## config.mk

```make
export PLATFORM = sky130hd
export DESIGN_NAME = mm_wr_capture
export DESIGN_NICKNAME = d
export VERILOG_FILES = /design/src/rtl/cap_pkg.sv /design/src/rtl/mm_cap_ser.sv /design/src/rtl/mm_wr_capture.sv
export SDC_FILE = /design/constraint.sdc
export NUM_CORES = 2
export LEC_CHECK = 0
export CORE_MARGIN = 2
export CORE_UTILIZATION = 40
export DETAILED_ROUTE_END_ITERATION = 7
export PLACE_DENSITY = 0.61
export REMOVE_ABC_BUFFERS = 1
export SYNTH_ARGS = -nofsm -noshare
export SYNTH_HDL_FRONTEND = slang
export SYNTH_SLANG_ARGS = --single-unit
export TNS_END_PERCENT = 100
```

## constraint.sdc

```tcl
create_clock -name clk -period 3.3 [get_ports clk]
set_clock_uncertainty 0.15 [all_clocks]
set_input_delay 0.66 -clock clk [delete_from_list [all_inputs] [get_ports clk]]
set_output_delay 0.66 -clock clk [all_outputs]
set_load 0.01 [all_outputs]
```

## src/rtl/cap_pkg.sv

```systemverilog
// Shared defaults and types for the main-memory write capture block.
package cap_pkg;

    localparam int CAP_DEPTH = 16;
    localparam int CAP_WORDS = 8;

    typedef enum logic {
        CAP_IDLE,
        CAP_SER
    } cap_st_t;

    typedef struct packed {
        logic [31:0] addr;
        logic [31:0] data;
    } cap_rec_t;

endpackage

```

## src/rtl/mm_cap_ser.sv

```systemverilog
// Line serializer: holds one line plus one pending line and emits one
// address/data word record per cycle while serializing.
module mm_cap_ser
    import cap_pkg::*;
#(
    parameter int WORDS = CAP_WORDS,
    parameter int AW    = 32,
    parameter int DW    = 32
) (
    input  logic                  clk,
    input  logic                  reset,
    input  logic                  clear,
    input  logic                  mm_write,
    input  logic [AW-1:0]         mm_a,
    input  logic [WORDS*DW-1:0]   mm_wd,
    output logic                  rec_valid,
    output logic [AW-1:0]         rec_addr,
    output logic [DW-1:0]         rec_data,
    output logic                  line_drop,
    output logic                  busy
);

    localparam int CW         = $clog2(WORDS);
    localparam int LINE_BYTES = WORDS * DW / 8;

    cap_st_t              state_q, state_d;
    logic [CW-1:0]        cnt_q, cnt_d;
    logic [AW-1:0]        hold_addr_q, hold_addr_d;
    logic [WORDS*DW-1:0]  hold_data_q, hold_data_d;
    logic                 pend_valid_q, pend_valid_d;
    logic [AW-1:0]        pend_addr_q, pend_addr_d;
    logic [WORDS*DW-1:0]  pend_data_q, pend_data_d;
    logic [AW-1:0]        line_addr;
    logic                 last_word;

    assign line_addr = mm_a & ~AW'(LINE_BYTES - 1);
    assign last_word = (cnt_q == CW'(WORDS - 1));

    assign rec_valid = (state_q == CAP_SER);
    assign rec_addr  = hold_addr_q + (AW'(cnt_q) << 2);
    assign rec_data  = hold_data_q[DW*int'(cnt_q) +: DW];
    assign busy      = (state_q == CAP_SER);

    always_comb begin
        state_d      = state_q;
        cnt_d        = cnt_q;
        hold_addr_d  = hold_addr_q;
        hold_data_d  = hold_data_q;
        pend_valid_d = pend_valid_q;
        pend_addr_d  = pend_addr_q;
        pend_data_d  = pend_data_q;
        line_drop    = 1'b0;

        if (clear) begin
            state_d      = CAP_IDLE;
            cnt_d        = '0;
            pend_valid_d = 1'b0;
        end else begin
            case (state_q)
                CAP_IDLE: begin
                    if (mm_write) begin
                        hold_addr_d = line_addr;
                        hold_data_d = mm_wd;
                        cnt_d       = '0;
                        state_d     = CAP_SER;
                    end
                end
                CAP_SER: begin
                    if (!last_word) begin
                        cnt_d = cnt_q + CW'(1);
                        if (mm_write) begin
                            if (pend_valid_q) begin
                                line_drop = 1'b1;
                            end else begin
                                pend_valid_d = 1'b1;
                                pend_addr_d  = line_addr;
                                pend_data_d  = mm_wd;
                            end
                        end
                    end else if (pend_valid_q) begin
                        // A new write while the pending slot is still occupied is lost.
                        hold_addr_d  = pend_addr_q;
                        hold_data_d  = pend_data_q;
                        pend_valid_d = 1'b0;
                        cnt_d        = '0;
                        line_drop    = mm_write;
                    end else if (mm_write) begin
                        hold_addr_d = line_addr;
                        hold_data_d = mm_wd;
                        cnt_d       = '0;
                    end else begin
                        cnt_d   = '0;
                        state_d = CAP_IDLE;
                    end
                end
                default: state_d = CAP_IDLE;
            endcase
        end
    end

    always_ff @(posedge clk) begin
        if (reset) begin
            state_q      <= CAP_IDLE;
            cnt_q        <= '0;
            hold_addr_q  <= '0;
            hold_data_q  <= '0;
            pend_valid_q <= 1'b0;
            pend_addr_q  <= '0;
            pend_data_q  <= '0;
        end else begin
            state_q      <= state_d;
            cnt_q        <= cnt_d;
            hold_addr_q  <= hold_addr_d;
            hold_data_q  <= hold_data_d;
            pend_valid_q <= pend_valid_d;
            pend_addr_q  <= pend_addr_d;
            pend_data_q  <= pend_data_d;
        end
    end

endmodule

```

## src/rtl/mm_wr_capture.sv

```systemverilog
// Main-memory write capture: serializes snooped line writes into word
// records and stores them in a small address/data array with a read mux.
module mm_wr_capture
    import cap_pkg::*;
#(
    parameter int DEPTH = CAP_DEPTH,
    parameter int WORDS = CAP_WORDS,
    parameter int AW    = 32,
    parameter int DW    = 32,
    parameter int WRAP  = 0
) (
    input  logic                      clk,
    input  logic                      reset,
    input  logic                      mm_write,
    input  logic [AW-1:0]             mm_a,
    input  logic [WORDS*DW-1:0]       mm_wd,
    input  logic                      clear,
    input  logic [$clog2(DEPTH)-1:0]  rd_idx,
    output logic [AW-1:0]             cap_addr,
    output logic [DW-1:0]             cap_data,
    output logic [$clog2(DEPTH):0]    cap_count,
    output logic                      cap_full,
    output logic                      cap_overflow,
    output logic                      busy
);

    localparam int PW   = $clog2(DEPTH);
    localparam int CNTW = PW + 1;

    logic           rec_valid;
    logic [AW-1:0]  rec_addr;
    logic [DW-1:0]  rec_data;
    logic           line_drop;

    logic [AW-1:0]   addr_q [DEPTH];
    logic [AW-1:0]   addr_d [DEPTH];
    logic [DW-1:0]   data_q [DEPTH];
    logic [DW-1:0]   data_d [DEPTH];
    logic [PW-1:0]   wr_ptr_q, wr_ptr_d;
    logic [CNTW-1:0] count_q, count_d;
    logic            ovf_q, ovf_d;

    mm_cap_ser #(
        .WORDS (WORDS),
        .AW    (AW),
        .DW    (DW)
    ) u_ser (
        .clk       (clk),
        .reset     (reset),
        .clear     (clear),
        .mm_write  (mm_write),
        .mm_a      (mm_a),
        .mm_wd     (mm_wd),
        .rec_valid (rec_valid),
        .rec_addr  (rec_addr),
        .rec_data  (rec_data),
        .line_drop (line_drop),
        .busy      (busy)
    );

    assign cap_full     = (count_q == CNTW'(DEPTH));
    assign cap_count    = count_q;
    assign cap_overflow = ovf_q;
    assign cap_addr     = addr_q[rd_idx];
    assign cap_data     = data_q[rd_idx];

    always_comb begin
        addr_d   = addr_q;
        data_d   = data_q;
        wr_ptr_d = wr_ptr_q;
        count_d  = count_q;
        ovf_d    = ovf_q;

        if (clear) begin
            addr_d   = '{default: '0};
            data_d   = '{default: '0};
            wr_ptr_d = '0;
            count_d  = '0;
            ovf_d    = 1'b0;
        end else begin
            if (line_drop) begin
                ovf_d = 1'b1;
            end
            // When full without wrap the record is discarded but the serializer still moves on.
            if (rec_valid) begin
                if (cap_full && WRAP == 0) begin
                    ovf_d = 1'b1;
                end else begin
                    addr_d[wr_ptr_q] = rec_addr;
                    data_d[wr_ptr_q] = rec_data;
                    wr_ptr_d         = wr_ptr_q + PW'(1);
                    if (cap_full) begin
                        ovf_d = 1'b1;
                    end else begin
                        count_d = count_q + CNTW'(1);
                    end
                end
            end
        end
    end

    always_ff @(posedge clk) begin
        if (reset) begin
            addr_q   <= '{default: '0};
            data_q   <= '{default: '0};
            wr_ptr_q <= '0;
            count_q  <= '0;
            ovf_q    <= 1'b0;
        end else begin
            addr_q   <= addr_d;
            data_q   <= data_d;
            wr_ptr_q <= wr_ptr_d;
            count_q  <= count_d;
            ovf_q    <= ovf_d;
        end
    end

endmodule
```

==> flow_summary_export.csv <==
group,metric,value,unit
route,vias,54140,
sta,finalCriticalPeriod,3.318,ns
sta,fin_tns_setup,-0.01978,ns
sta,worst_slew_pin_slew,1.217,ns
floorplanning,floorplan.initialDensity,0.4035,
logic_synthesis,ys_ff_latch,1610,
setup_path,timing.rr.end,"u_ser.hold_data_q[65]",
sta,setup_viol,2,
setup_path,cpPeakStageDelay,0.49,ns
grt,grt_use_met2,0.3858,
setup_path,cp_slowest_cell,"mux4_2",
worst_hold_path,whs_path_depth,2,
route,totalWireLength,202100,um
finish,drive_gt1_frac,0.1581,
finish,nFillCells,15060,
setup_path,critPathMostFrequentCell,"buf_12",
logic_synthesis,ys.flop_type,"dfxtp_1",
grt,grt_overflow,0,
logic_synthesis,synth.largest_area_cell,"dfxtp_1",
logic_synthesis,synth.distinct_cells,52,
worst_hold_path,min_from,"reset",
power,p_sw_frac,0.2361,
sta,final-hold-violation-count,0,
worst_hold_path,timing.hold.worst_endpoint,"u_ser.pend_data_q[73]",
power,power_per_cell_area,531.8,mW/mm^2
setup_path,crit_chain,"buf_16 > buf_12 > buf_12 > buf_12 > buf_8 > mux4_2 > mux4_2 > buf_6",
finish,nets,7609,
worst_hold_path,hold_class,"in2reg",
place,dp_cells,9293,
power,pwr-share-comb,0.066,
setup_path,startpoint_type,"primary input",
route,drc_errors,0,
status,status,"complete, but fails checks",
grt,grt_start_max_net_pins,204,
finish,finalNonFillerCells,9636,
setup_path,ff2ff_path_depth,11,
logic_synthesis,synthCells,7167,
grt,use_met3,0.03513,
cts,cts_made_buffers,174,
floorplanning,fp-row-count,149,
power,intPower,0.03262,W
logic_synthesis,synth_edf_count,0,
grt,grt_pass1_vias,52400,
power,p_clk_frac,0.467,
setup_path,required,2.49,ns
logic_synthesis,async_flop_share,0,
cts,cts_sinks,1610,
power,p_sw,0.01008,W
sta,fmax,301.4,MHz
grt,grt_usage,0.2331,
cts,cts_tree,"done",
route,ant_nets,0,
place,place_area,0.07397,mm^2
setup_path,worstPathArrival,2.51,ns
sta,fin_ws,-0.01783,ns
floorplanning,ios,368,
setup_path,reg2reg_from,"u_ser.cnt_q[0]",
finish,area_growth,20.34,%
power,seqPwrFrac,0.467,
sta,maxSlewHeadroom,0.1846,
finish,final_cell_area,0.08029,mm^2
route,viasPerCell,5.618,
power,vdd_drop_max,0.0004820,V
cts,clk_pin_slew,0.06,ns
logic_synthesis,synth-seq-area-share,0.4831,
sta,grt_setup_unrepaired,"true",
sta,fin_crit_sh,1.005,
logic_synthesis,synth_area_leaders,"dfxtp_1 48%, mux4_2 13%, nand2_1 7.2%",
route,first_pass_iters,6,
job,maxCapViolCount,0,
floorplanning,die_area,0.1701,mm^2
cts,clk_latency,0.83,ns
place,io_buffers,362,
setup_path,cp-end-kind,"output pin",
setup_path,crit_type,"in2out",
grt,antenna_found_initial,2,
grt,grt_util_met1,0.3126,
status,violations,"setup timing",
sta,final_max_slew_viol_count,0,
place,place.gp.congestion,0.8068,
grt,busiest_layer,"met2",
route,avgRoutedWirePerCell,20.97,um
power,p_leak,27.03,nW
cts,cts_max_path_buffers,3,
logic_synthesis,synth_top_cell_area_share,0.4831,
logic_synthesis,synth_area,0.06672,mm^2
logic_synthesis,yosys_warnings,0,
setup_path,reg2reg_slack,0.15,ns
cts,cts_root_buf,"clkbuf_16",
cts,cts.htree.levels,4,
cts,postCtsHoldBufs,0,
setup_path,critPathMaxFanout,6,
place,hpwl,122400,um
grt,grt_pass1_wl,311700,um
floorplanning,dieHeight,412.4,um
floorplanning,die_w,412.4,um
logic_synthesis,syn_avg_cell_area,9.309,um^2
route,drt-initial-drc-count,4863,
floorplanning,core_area,0.1654,mm^2
area by class of cell:
cell class / count / area (um^2) / area share
inverter: 14 / 52.55 / 0.0006545
antenna: 1 / 2.502 / 0.00003117
sequential: 1610 / 32240 / 0.4016
tap: 2189 / 2739 / 0.03411
clock inverter: 50 / 658.1 / 0.008197
multi-input combinational: 4791 / 31540 / 0.3929
clock buffer: 271 / 5251 / 0.06541
timing repair buffer: 710 / 7801 / 0.09717
metrics by stage:
stage                 util  worst slack, ns  hold slack [ns]  power [W]
CTS                 0.4855         -0.04666         0.002652    0.04308
global placement    0.4473          -0.3424           0.2903    0.02303
finish              0.4855         -0.01783          0.05510    0.04270
global route        0.4855         -0.04577          0.02814    0.04411
floorplan                -           -32.29           0.2805    0.02195
detailed placement  0.4473          -0.3576           0.2965    0.02308
synth_stat cells, types with 2 or more instances:
library cell / number
inv_1: 14
and3_1: 4
nor4_1: 7
a211oi_2: 11
o211ai_2: 2
ha_1: 11
buf_6: 7
clkbuf_1: 553
a211oi_1: 600
o31ai_1: 5
a21oi_1: 560
o21ai_2: 2
nor2b_1: 2
nand3_1: 45
and2_1: 8
dfxtp_1: 1610
o21ai_0: 337
nor3_1: 8
o2111ai_1: 2
or3_1: 3
nor4b_1: 2
mux4_2: 384
xor2_1: 9
mux2i_1: 45
nand2b_1: 5
or2_2: 2
nand2_1: 1281
o22ai_1: 12
a311oi_1: 283
xnor2_2: 5
buf_2: 146
nor4_4: 4
xnor2_1: 21
buf_4: 2
nand4_1: 6
buf_1: 44
a21oi_2: 48
and4_1: 5
nor2_1: 1059
layout by cell type, fill, tap and decap left out, drive strengths merged, types with 10 or more instances in the layout:
| cell | count |
|---|---|
| a211oi | 611 |
| a21oi | 608 |
| a311oi | 283 |
| buf | 385 |
| clkbuf | 289 |
| clkdlybuf4s50 | 292 |
| clkinv | 30 |
| dfxtp | 1610 |
| ha | 11 |
| inv | 23 |
| mux2i | 45 |
| mux4 | 384 |
| nand2 | 1281 |
| nand3 | 46 |
| nor2 | 1059 |
| nor3 | 10 |
| nor4 | 11 |
| o21ai | 339 |
| o22ai | 12 |
| xnor2 | 26 |
state kept, by name (all words and copies together), names as in the netlist:
signal	flops
u_ser.busy	1
u_ser.pend_valid_q	1
cap_count	5
cap_overflow	1
wr_ptr_q	4
u_ser.pend_addr_q	27
u_ser.hold_data_q	256
data_q	512
u_ser.cnt_q	3
u_ser.hold_addr_q	32
addr_q	512
u_ser.pend_data_q	256
cells by family (layout without fill, tap and decap cells):
group,Yosys count,after routing,share of synthesized area
buffers and inverters,766,1045,0.04673
and+or+nand+nor,2450,2450,0.1430
DFF,1610,1610,0.4831
muxes,429,429,0.1364
AOI/OAI and AO/OA,1865,1865,0.1833
xor gates and xnor gates,35,35,0.005157
other,0,1,0
adders and majority gates,12,12,0.002363
worst max-delay path by stage:
stage,start,slack (ns),depth (start not counted),end
after floorplan,u_ser.busy,-32.29,4,u_ser.hold_addr_q[10]
after global placement,rd_idx[0],-0.34,6,cap_addr[20]
after detailed placement,rd_idx[0],-0.36,6,cap_addr[27]
final,rd_idx[0],-0.02,8,cap_data[31]
after CTS,rd_idx[0],-0.05,6,cap_addr[7]
after global routing,rd_idx[0],-0.05,8,cap_data[31]
critical path, delay by kind of cell:
kind     cells  cell delay, ns
mux          2            0.97
buf+inv      6            0.86
per-layer routing:
layer / vias to the layer above / part of all wire
li1: 25810 / -
met1: 26360 / 0.44
met2: 1629 / 0.47
met3: 340 / 0.061
met4: 2 / 0.029
met5: - / 0.000040
power by group through the flow:
stage	logic, W	clock network [W]	registers [W]
final	0.00281	0.0200	0.0199
after global routing	0.00303	0.0211	0.0200
after CTS	0.00280	0.0203	0.0199
after detailed placement	0.00272	0	0.0204
after global placement	0.00268	0	0.0203
after floorplan	0.00161	0	0.0203
timing repair:
action | CTS | global route
resized for setup | 205 | 36
pin swaps | 0 | 0
setup buffers | 12 | 1
setup endpoints to repair | 60 | 134
cloned | 8 | 2
(Power assumes the default switching activity.)
